$ cat config.mk
export PLATFORM = sky130hd
export DESIGN_NAME = instr_fetch_unit
export DESIGN_NICKNAME = d
export VERILOG_FILES = /design/src/rtl/instr_fetch_unit.sv
export SDC_FILE = /design/constraint.sdc
export NUM_CORES = 1
export LEC_CHECK = 0
export CORE_MARGIN = 1
export CORE_UTILIZATION = 41
export DETAILED_ROUTE_END_ITERATION = 8
export MAX_ROUTING_LAYER = met4
export PLACE_DENSITY = 0.86
export SYNTH_ARGS = -nofsm -noshare
export SYNTH_HDL_FRONTEND = slang
export SYNTH_SLANG_ARGS = --single-unit
$ cat constraint.sdc
create_clock -name clock -period 1.9 [get_ports clock]
set_input_delay 0.57 -clock clock [delete_from_list [all_inputs] [get_ports clock]]
set_output_delay 0.57 -clock clock [all_outputs]
set_load 0.005 [all_outputs]
$ cat src/rtl/instr_fetch_unit.sv
// -----------------------------------------------------------------------------
// instr_fetch_unit
//
// PC register, branch resolution and instruction register for the multicycle
// RISC-V core. Sits upstream of the control unit: takes its PC / IR strobes and
// fetches from instruction memory over a request/valid handshake whose latency
// is not fixed.
//
// Optional feature macro: FETCH_TIMEOUT_EN
//   When defined, a watchdog bounds the WAIT state to TIMEOUT_CYC cycles. On
//   expiry a NOP (32'h00000013) is loaded, ir_valid pulses and the sticky
//   fetch_err flag sets. Without it, WAIT holds until imem_valid arrives and
//   fetch_err is tied low.
//
// Parameters
//   PC_W         width of the PC and address buses
//   RESET_PC     PC value after reset
//   TIMEOUT_CYC  fetch watchdog limit (FETCH_TIMEOUT_EN builds only)
//
// Ports
//   clock, reset_n        core clock (rising edge), async active-low reset
//   pc_write              unconditional PC load
//   pc_write_cond         PC load when the branch is taken
//   branch_op             0 = beq (take on zero), 1 = bne (take on !zero)
//   pc_src                0 = alu_result, 1 = alu_out
//   alu_result, alu_out   PC+4 (combinational) / branch target (registered)
//   alu_zero              ALU zero flag
//   load_ir               start a fetch from the current PC
//   imem_rd, imem_addr    memory read request pulse and latched address
//   imem_rdata, imem_valid memory response
//   pc                    current PC
//   instruction, ir_valid instruction register and its one-cycle update pulse
//   fetch_busy            fetch outstanding; control unit stalls
//   misaligned            sticky: fetch requested from a misaligned PC
//   fetch_err             sticky: fetch watchdog expired
// -----------------------------------------------------------------------------
// state | meaning
// IDLE  | no fetch outstanding; accepts load_ir
// REQ   | imem_rd asserted for this single cycle
// WAIT  | request issued; waiting for imem_valid (or watchdog expiry)
// -----------------------------------------------------------------------------
module instr_fetch_unit #(
  parameter int              PC_W        = 64,
  parameter logic [PC_W-1:0] RESET_PC    = '0,
  parameter int              TIMEOUT_CYC = 16
) (
  input  logic            clock,
  input  logic            reset_n,
  input  logic            pc_write,
  input  logic            pc_write_cond,
  input  logic            branch_op,
  input  logic            pc_src,
  input  logic [PC_W-1:0] alu_result,
  input  logic [PC_W-1:0] alu_out,
  input  logic            alu_zero,
  input  logic            load_ir,
  output logic            imem_rd,
  output logic [PC_W-1:0] imem_addr,
  input  logic [31:0]     imem_rdata,
  input  logic            imem_valid,
  output logic [PC_W-1:0] pc,
  output logic [31:0]     instruction,
  output logic            ir_valid,
  output logic            fetch_busy,
  output logic            misaligned,
  output logic            fetch_err
);

  localparam logic [31:0] NOP = 32'h0000_0013;

  typedef enum logic [1:0] {
    IDLE = 2'd0,
    REQ  = 2'd1,
    WAIT = 2'd2
  } state_t;

  state_t          state_q, state_d;
  logic            taken;
  logic            pc_load;
  logic [PC_W-1:0] pc_next;
  logic            start_fetch;
  logic            misalign_hit;
  logic            capture;
  logic [31:0]     ir_d;
  logic            wd_expired;

  // Branch resolution: bne simply inverts the sense of the zero flag.
  assign taken   = alu_zero ^ branch_op;
  assign pc_next = pc_src ? alu_out : alu_result;
  assign pc_load = pc_write | (pc_write_cond & taken);

  assign imem_rd    = (state_q == REQ);
  assign fetch_busy = (state_q != IDLE);

  always_comb begin
    state_d      = state_q;
    start_fetch  = 1'b0;
    misalign_hit = 1'b0;
    capture      = 1'b0;
    ir_d         = imem_rdata;
    unique case (state_q)
      IDLE: begin
        if (load_ir) begin
          if (pc[1:0] == 2'b00) begin
            start_fetch = 1'b1;
            state_d     = REQ;
          end else begin
            misalign_hit = 1'b1;
          end
        end
      end
      REQ: begin
        // A response this early cannot belong to our request; drop it.
        state_d = WAIT;
      end
      WAIT: begin
        if (imem_valid) begin
          capture = 1'b1;
          state_d = IDLE;
        end else if (wd_expired) begin
          capture = 1'b1;
          ir_d    = NOP;
          state_d = IDLE;
        end
      end
      default: state_d = IDLE;
    endcase
  end

  // imem_addr samples pc before any same-edge PC update, so the fetch always
  // targets the PC the control unit saw when it raised load_ir.
  always_ff @(posedge clock or negedge reset_n) begin
    if (!reset_n) begin
      state_q     <= IDLE;
      pc          <= RESET_PC;
      imem_addr   <= '0;
      instruction <= '0;
      ir_valid    <= 1'b0;
      misaligned  <= 1'b0;
    end else begin
      state_q  <= state_d;
      ir_valid <= capture;
      if (pc_load) begin
        pc <= pc_next;
      end
      if (start_fetch) begin
        imem_addr <= pc;
      end
      if (capture) begin
        instruction <= ir_d;
      end
      if (misalign_hit) begin
        misaligned <= 1'b1;
      end
    end
  end

`ifdef FETCH_TIMEOUT_EN
  localparam int WD_W = (TIMEOUT_CYC > 1) ? $clog2(TIMEOUT_CYC) : 1;
  localparam logic [WD_W-1:0] WD_LAST = WD_W'(TIMEOUT_CYC - 1);

  // wd_cnt counts completed WAIT cycles; expiry fires on the edge that ends
  // the TIMEOUT_CYC-th WAIT cycle.
  logic [WD_W-1:0] wd_cnt;
  logic            timeout_hit;

  assign wd_expired  = (wd_cnt == WD_LAST);
  assign timeout_hit = (state_q == WAIT) & ~imem_valid & wd_expired;

  always_ff @(posedge clock or negedge reset_n) begin
    if (!reset_n) begin
      wd_cnt    <= '0;
      fetch_err <= 1'b0;
    end else begin
      if (state_q == REQ) begin
        wd_cnt <= '0;
      end else if ((state_q == WAIT) && !imem_valid && !wd_expired) begin
        wd_cnt <= wd_cnt + 1'b1;
      end
      if (timeout_hit) begin
        fetch_err <= 1'b1;
      end
    end
  end
`else
  assign wd_expired = 1'b0;
  assign fetch_err  = 1'b0;
`endif

endmodule
==> metrics <==
Worst EP required=1330 ps; Static Leak=5.65 nW; Synth area leader=dfrtp_1; register area share after synthesis=58.5%; DIE AREA=17600 um^2; Mean Syn Cell Area=13.9 um^2; Worst setup SP type=register; clk_lat worst skew=430 ps; row cnt=47; core box area=16600 um^2; MaxCap Viol Count=0; Die W=133 um; DRT iter0 DRCs=304; fillers=1205; WHS=60.5 ps; synthesized instance count=506; reg-to-reg slack, setup=380 ps; status=completed; number of global-route vias before repair=5894; maximum VDD drop=636 uV; RR Startpoint=state_q[0]$_DFFE_PN0P_; crit path launch=imem_addr[23]$_DFFE_PN0P_; vias per cell=5.02; crit path kind=register to primary output; CP Depth=1; via count=5573; TritonCTS Sinks=164; clock skew=12.5 ps; NumNets Final=1047; Post-synth EDFFs=0; first-pass GRT wire length=31.6 mm; Hold Crit Class=primary input to asynchronous set/reset pin; post-route ant nets=0; Die Ht=133 um; number of antenna violations at the first check in global routing=0; Cell Area, Synth=7020 um^2; Distinct cells, synth=24; placed wire-length estimate=14.3 mm; Ports=334; Period minus WS final=1880 ps; FF-to-FF End=instruction[12]$_DFFE_PN0P_; largest net degree at the start of global routing=45; total count of max-transition violations in the final report=0; root buf cell=clkbuf_16; CTS buffer count=17; area grow syn2layout=66.1%; asr flop ratio synth=100%; synthesis-stage register bit count=164; worst path bufs/invs=1; Avg WL per Cell=18.3 um; Warnings, synthesis=0; Worst setup EP type=primary output; family with the most delay on the worst path=buffers and inverters; Remaining DRCs=0; count leader, synth=dfrtp_1; Crit path largest cell delay=520 ps; final core occ=70.1%; CP arrival=1310 ps; worst path cell trace=clkdlybuf4s50_1; Synth top cells by count=dfrtp_1, nor2_1, a22oi_1, mux2i_1; top-area cell type share of the netlist area=58.5%; GRT Overall Usage=24.0%; Crit-path slowest cell=clkdlybuf4s50_1; final WL=20.4 mm; CTS Buffer Depth=2; clock slew at reported path FFs=60 ps; period utilization=99.1%; final setup vio count=0; maximum fanout along the worst path=2; R2R depth=5; Buffers on Ports=332; htree depth=4; Post-Syn Nets=675; share of post-route cells with drive strength above 1=21.5%; PwrDens=1190 nW/um^2; drt first pass iters=4; CTS tree=built; Top FF cell, synth=dfrtp_1; effective utilization at floorplan=42.2%; Area contributors post-synth=dfrtp_1, mux2_4, mux2i_1, mux2_2, a22oi_1; final hold viol count=0; achievable frequency=531 MHz; ant diodes=0; grt ovf=0; routability cong.=0.777
## final cells by class
type                       instances  area [um^2]  area share, %
sequential                       164         4110           35.2
clock buffer                      22          474           4.07
tap                              220          275           2.36
timing repair buffer             391         3970           34.0
multi-input combinational        301         2710           23.2
clock inverter                    10          124           1.06
inverter                           3         11.3         0.0966
## power breakdown
part / switching, mW / internal (mW) / leakage, nW
Sequential: 0.694 / 4.69 / 1.90
Combinational: 1.55 / 3.47 / 3.46
Clock: 1.39 / 2.05 / 0.287
## per-layer routing
layer  GRT usage, %  vias up  part of all wire (%)
li1               -     2549                     -
met1           27.2     2736                    38
met2           41.1      255                    53
met3           6.09       33                   7.3
met4           8.17        0                   2.0
met5              -        -                     0
## registers in the layout (all words and copies together), names as in the netlist
register	flops
instruction	32
pc	64
misaligned	1
imem_addr	64
ir_valid	1
state_q	2
## kinds of logic after synthesis
group / count (synthesis) / share of synthesized area, %
buf+inv: 41 / 3.26
mux: 158 / 26.7
xor+xnor: 1 / 0.125
other cells: 1 / 0.0534
simple gates: 75 / 4.31
compound gates: 66 / 7.06
flops: 164 / 58.5
## metrics by stage
| stage | power [mW] | setup TNS, ps | instances | setup slack, ps | instance area (um^2) |
|---|---|---|---|---|---|
| final | 13.8 | 0 | 1111 | 17.2 | 11700 |
| after global routing | 14.5 | -25.9 | 1111 | -16.2 | 11700 |
| after CTS | 14.0 | 0 | 1098 | 0.601 | 11500 |
| after detailed placement | 10.5 | -6850 | 1040 | -111 | 10700 |
| after global placement | 10.4 | -4360 | 1040 | -75.4 | 10700 |
| after floorplan | 7.10 | 0 | 506 | 464 | 7020 |
## placed cells by master (no fill, tap or decap), types with 2 or more instances in the layout
cell type | netlist | routed
mux2_2 | 47 | 47
and2_1 | 2 | 2
inv_1 | 3 | 3
dlymetal6s2s_1 | 0 | 45
clkinvlp_4 | 0 | 2
dfrtp_1 | 164 | 163
nor2_1 | 65 | 65
bufinv_16 | 0 | 2
mux2_4 | 47 | 47
mux2i_1 | 64 | 64
buf_12 | 0 | 12
clkinv_4 | 0 | 4
buf_4 | 2 | 48
clkbuf_1 | 11 | 2
clkbuf_16 | 0 | 17
clkdlybuf4s50_1 | 0 | 237
dlygate4sd2_1 | 0 | 46
a22oi_1 | 64 | 64
clkbuf_8 | 0 | 3
## repair_timing
item | 4_1_cts | 5_1_grt
setup buffers | 26 | 13
hold buffers | 0 | 0
setup endpoints to repair | 67 | 55
pin swaps | 1 | 0
resized for setup | 49 | 46
## worst max path at each step
stage	slack, ps	end
3_3_place_gp	-80	pc[10]$_DFFE_PN0P_
6_report	20	imem_addr[23]
2_1_floorplan	460	pc[10]$_DFFE_PN0P_
4_1_cts	0.6	pc[58]
3_5_place_dp	-110	pc[3]$_DFFE_PN0P_
5_1_grt	-20	imem_addr[16]
Power figures use the tool's default switching activity.
==> RTL edit (same flow settings) <==
The parameter `PC_W` goes from 64 to 60.
--- a/src/rtl/instr_fetch_unit.sv
+++ b/src/rtl/instr_fetch_unit.sv
@@ -40,7 +40,7 @@
 // WAIT  | request issued; waiting for imem_valid (or watchdog expiry)
 // -----------------------------------------------------------------------------
 module instr_fetch_unit #(
-  parameter int              PC_W        = 64,
+  parameter int              PC_W        = 60,
   parameter logic [PC_W-1:0] RESET_PC    = '0,
   parameter int              TIMEOUT_CYC = 16
 ) (
Ports: changed (resized alu_out, alu_result, imem_addr and pc); port bits go from 334 to 318. No check against the original RTL was run, so the function may have changed too.
==> RTL edit against the unedited design <==
Synthesized area down 3.8%; setup slack worse by 0.75 ps; wire length down 2.4%; fmax about the same; critical path depth unchanged; synthesized cell count down 4.9%; sequential share of layout area down 0.86 points; total power down 2.8%; register-to-register slack worse by 170 ps; cell area down 2.5%; largest power group unchanged; hold slack better by 12 ps; sequential cell count down 8; critical endpoint is now pc[38]; count of clock-buffer cells in the layout down 3.
==> RTL edit: results (changes against the unedited design) <==
[yosys]
synthTopCellsByArea=dfrtp_1 (58%), mux2_4 (13%), mux2i_1 (8.9%), a22oi_1 (6.7%), mux2_2 (5.5%)

[route]
totalWireLength_mm=19.9  ; -2.4%
viasPerCell=5.02  ; about the same
via_count=5433  ; -2.5%
dr.pass1.iters=5  ; +1

[setup_path]
timing.rr.end=imem_addr[8]$_DFFE_PN0P_
crit_path_end=pc[38]
r2r_setup_slack_ps=210  ; -170 ps

[cells_and_area]
multi_input_area_mm2=0.00262  ; -3.4%
fillers=1085  ; -10%
layout.nonclk_buf_frac=0.351  ; +0.0113
drive_gt1_frac=0.239  ; +0.0233
multi_input_cells=285  ; -5.3%
nets=1015  ; -3.1%
sh_seq_area=0.343  ; -0.00858
clk_share=0.0504  ; -0.000870
nClkBuffers=19  ; -14%

[clock_tree]
post-cts-setup-buffers=30  ; +15%

[timing]
period_needed_ps=1880  ; +0.752 ps
holdWs_ps=72.4  ; +11.9 ps

[grt]
grt_pass1_vias=5476  ; -7.1%
grt_pass1_wl_mm=28.7  ; -9.1%

[power]
powerSeq_w=0.00515  ; -4.5%
max-vdd-ir-drop_mv=0.621  ; -2.5%

[run_status]
status=finished, final reports clean

==> RTL edit: changes by cell type after synthesis, moves of 3 or more <==
| cell | change |
|---|---|
| mux2_2 | -14 |
| buf_2 | -5 |
| buf_1 | +5 |
| a22oi_1 | -4 |
| clkbuf_1 | -3 |
| mux2_4 | +10 |
| dfrtp_1 | -8 |
| mux2i_1 | -4 |
| nor2_1 | -4 |
| buf_6 | +3 |
==> RTL edit: metal layers <==
layer  share of wire  track usage  wire length [um]
met3           0.078       0.0590              1560
met2            0.52        0.396             10300
met4           0.019       0.0780               380
met5               0            -                 0
met1            0.38        0.265              7610
==> RTL edit: cells by family (layout without fill, tap and decap cells) <==
logic type | Yosys count | in the layout | synth area share
XOR/XNOR | 1 | 1 | 0.00130
buffers and inverters | 40 | 426 | 0.0352
AND/OR/NAND/NOR | 71 | 71 | 0.0450
multiplexers | 150 | 150 | 0.271
flip-flops | 156 | 156 | 0.578
AO/OA/AOI/OAI | 62 | 62 | 0.0689
other | 1 | 1 | 0.000555
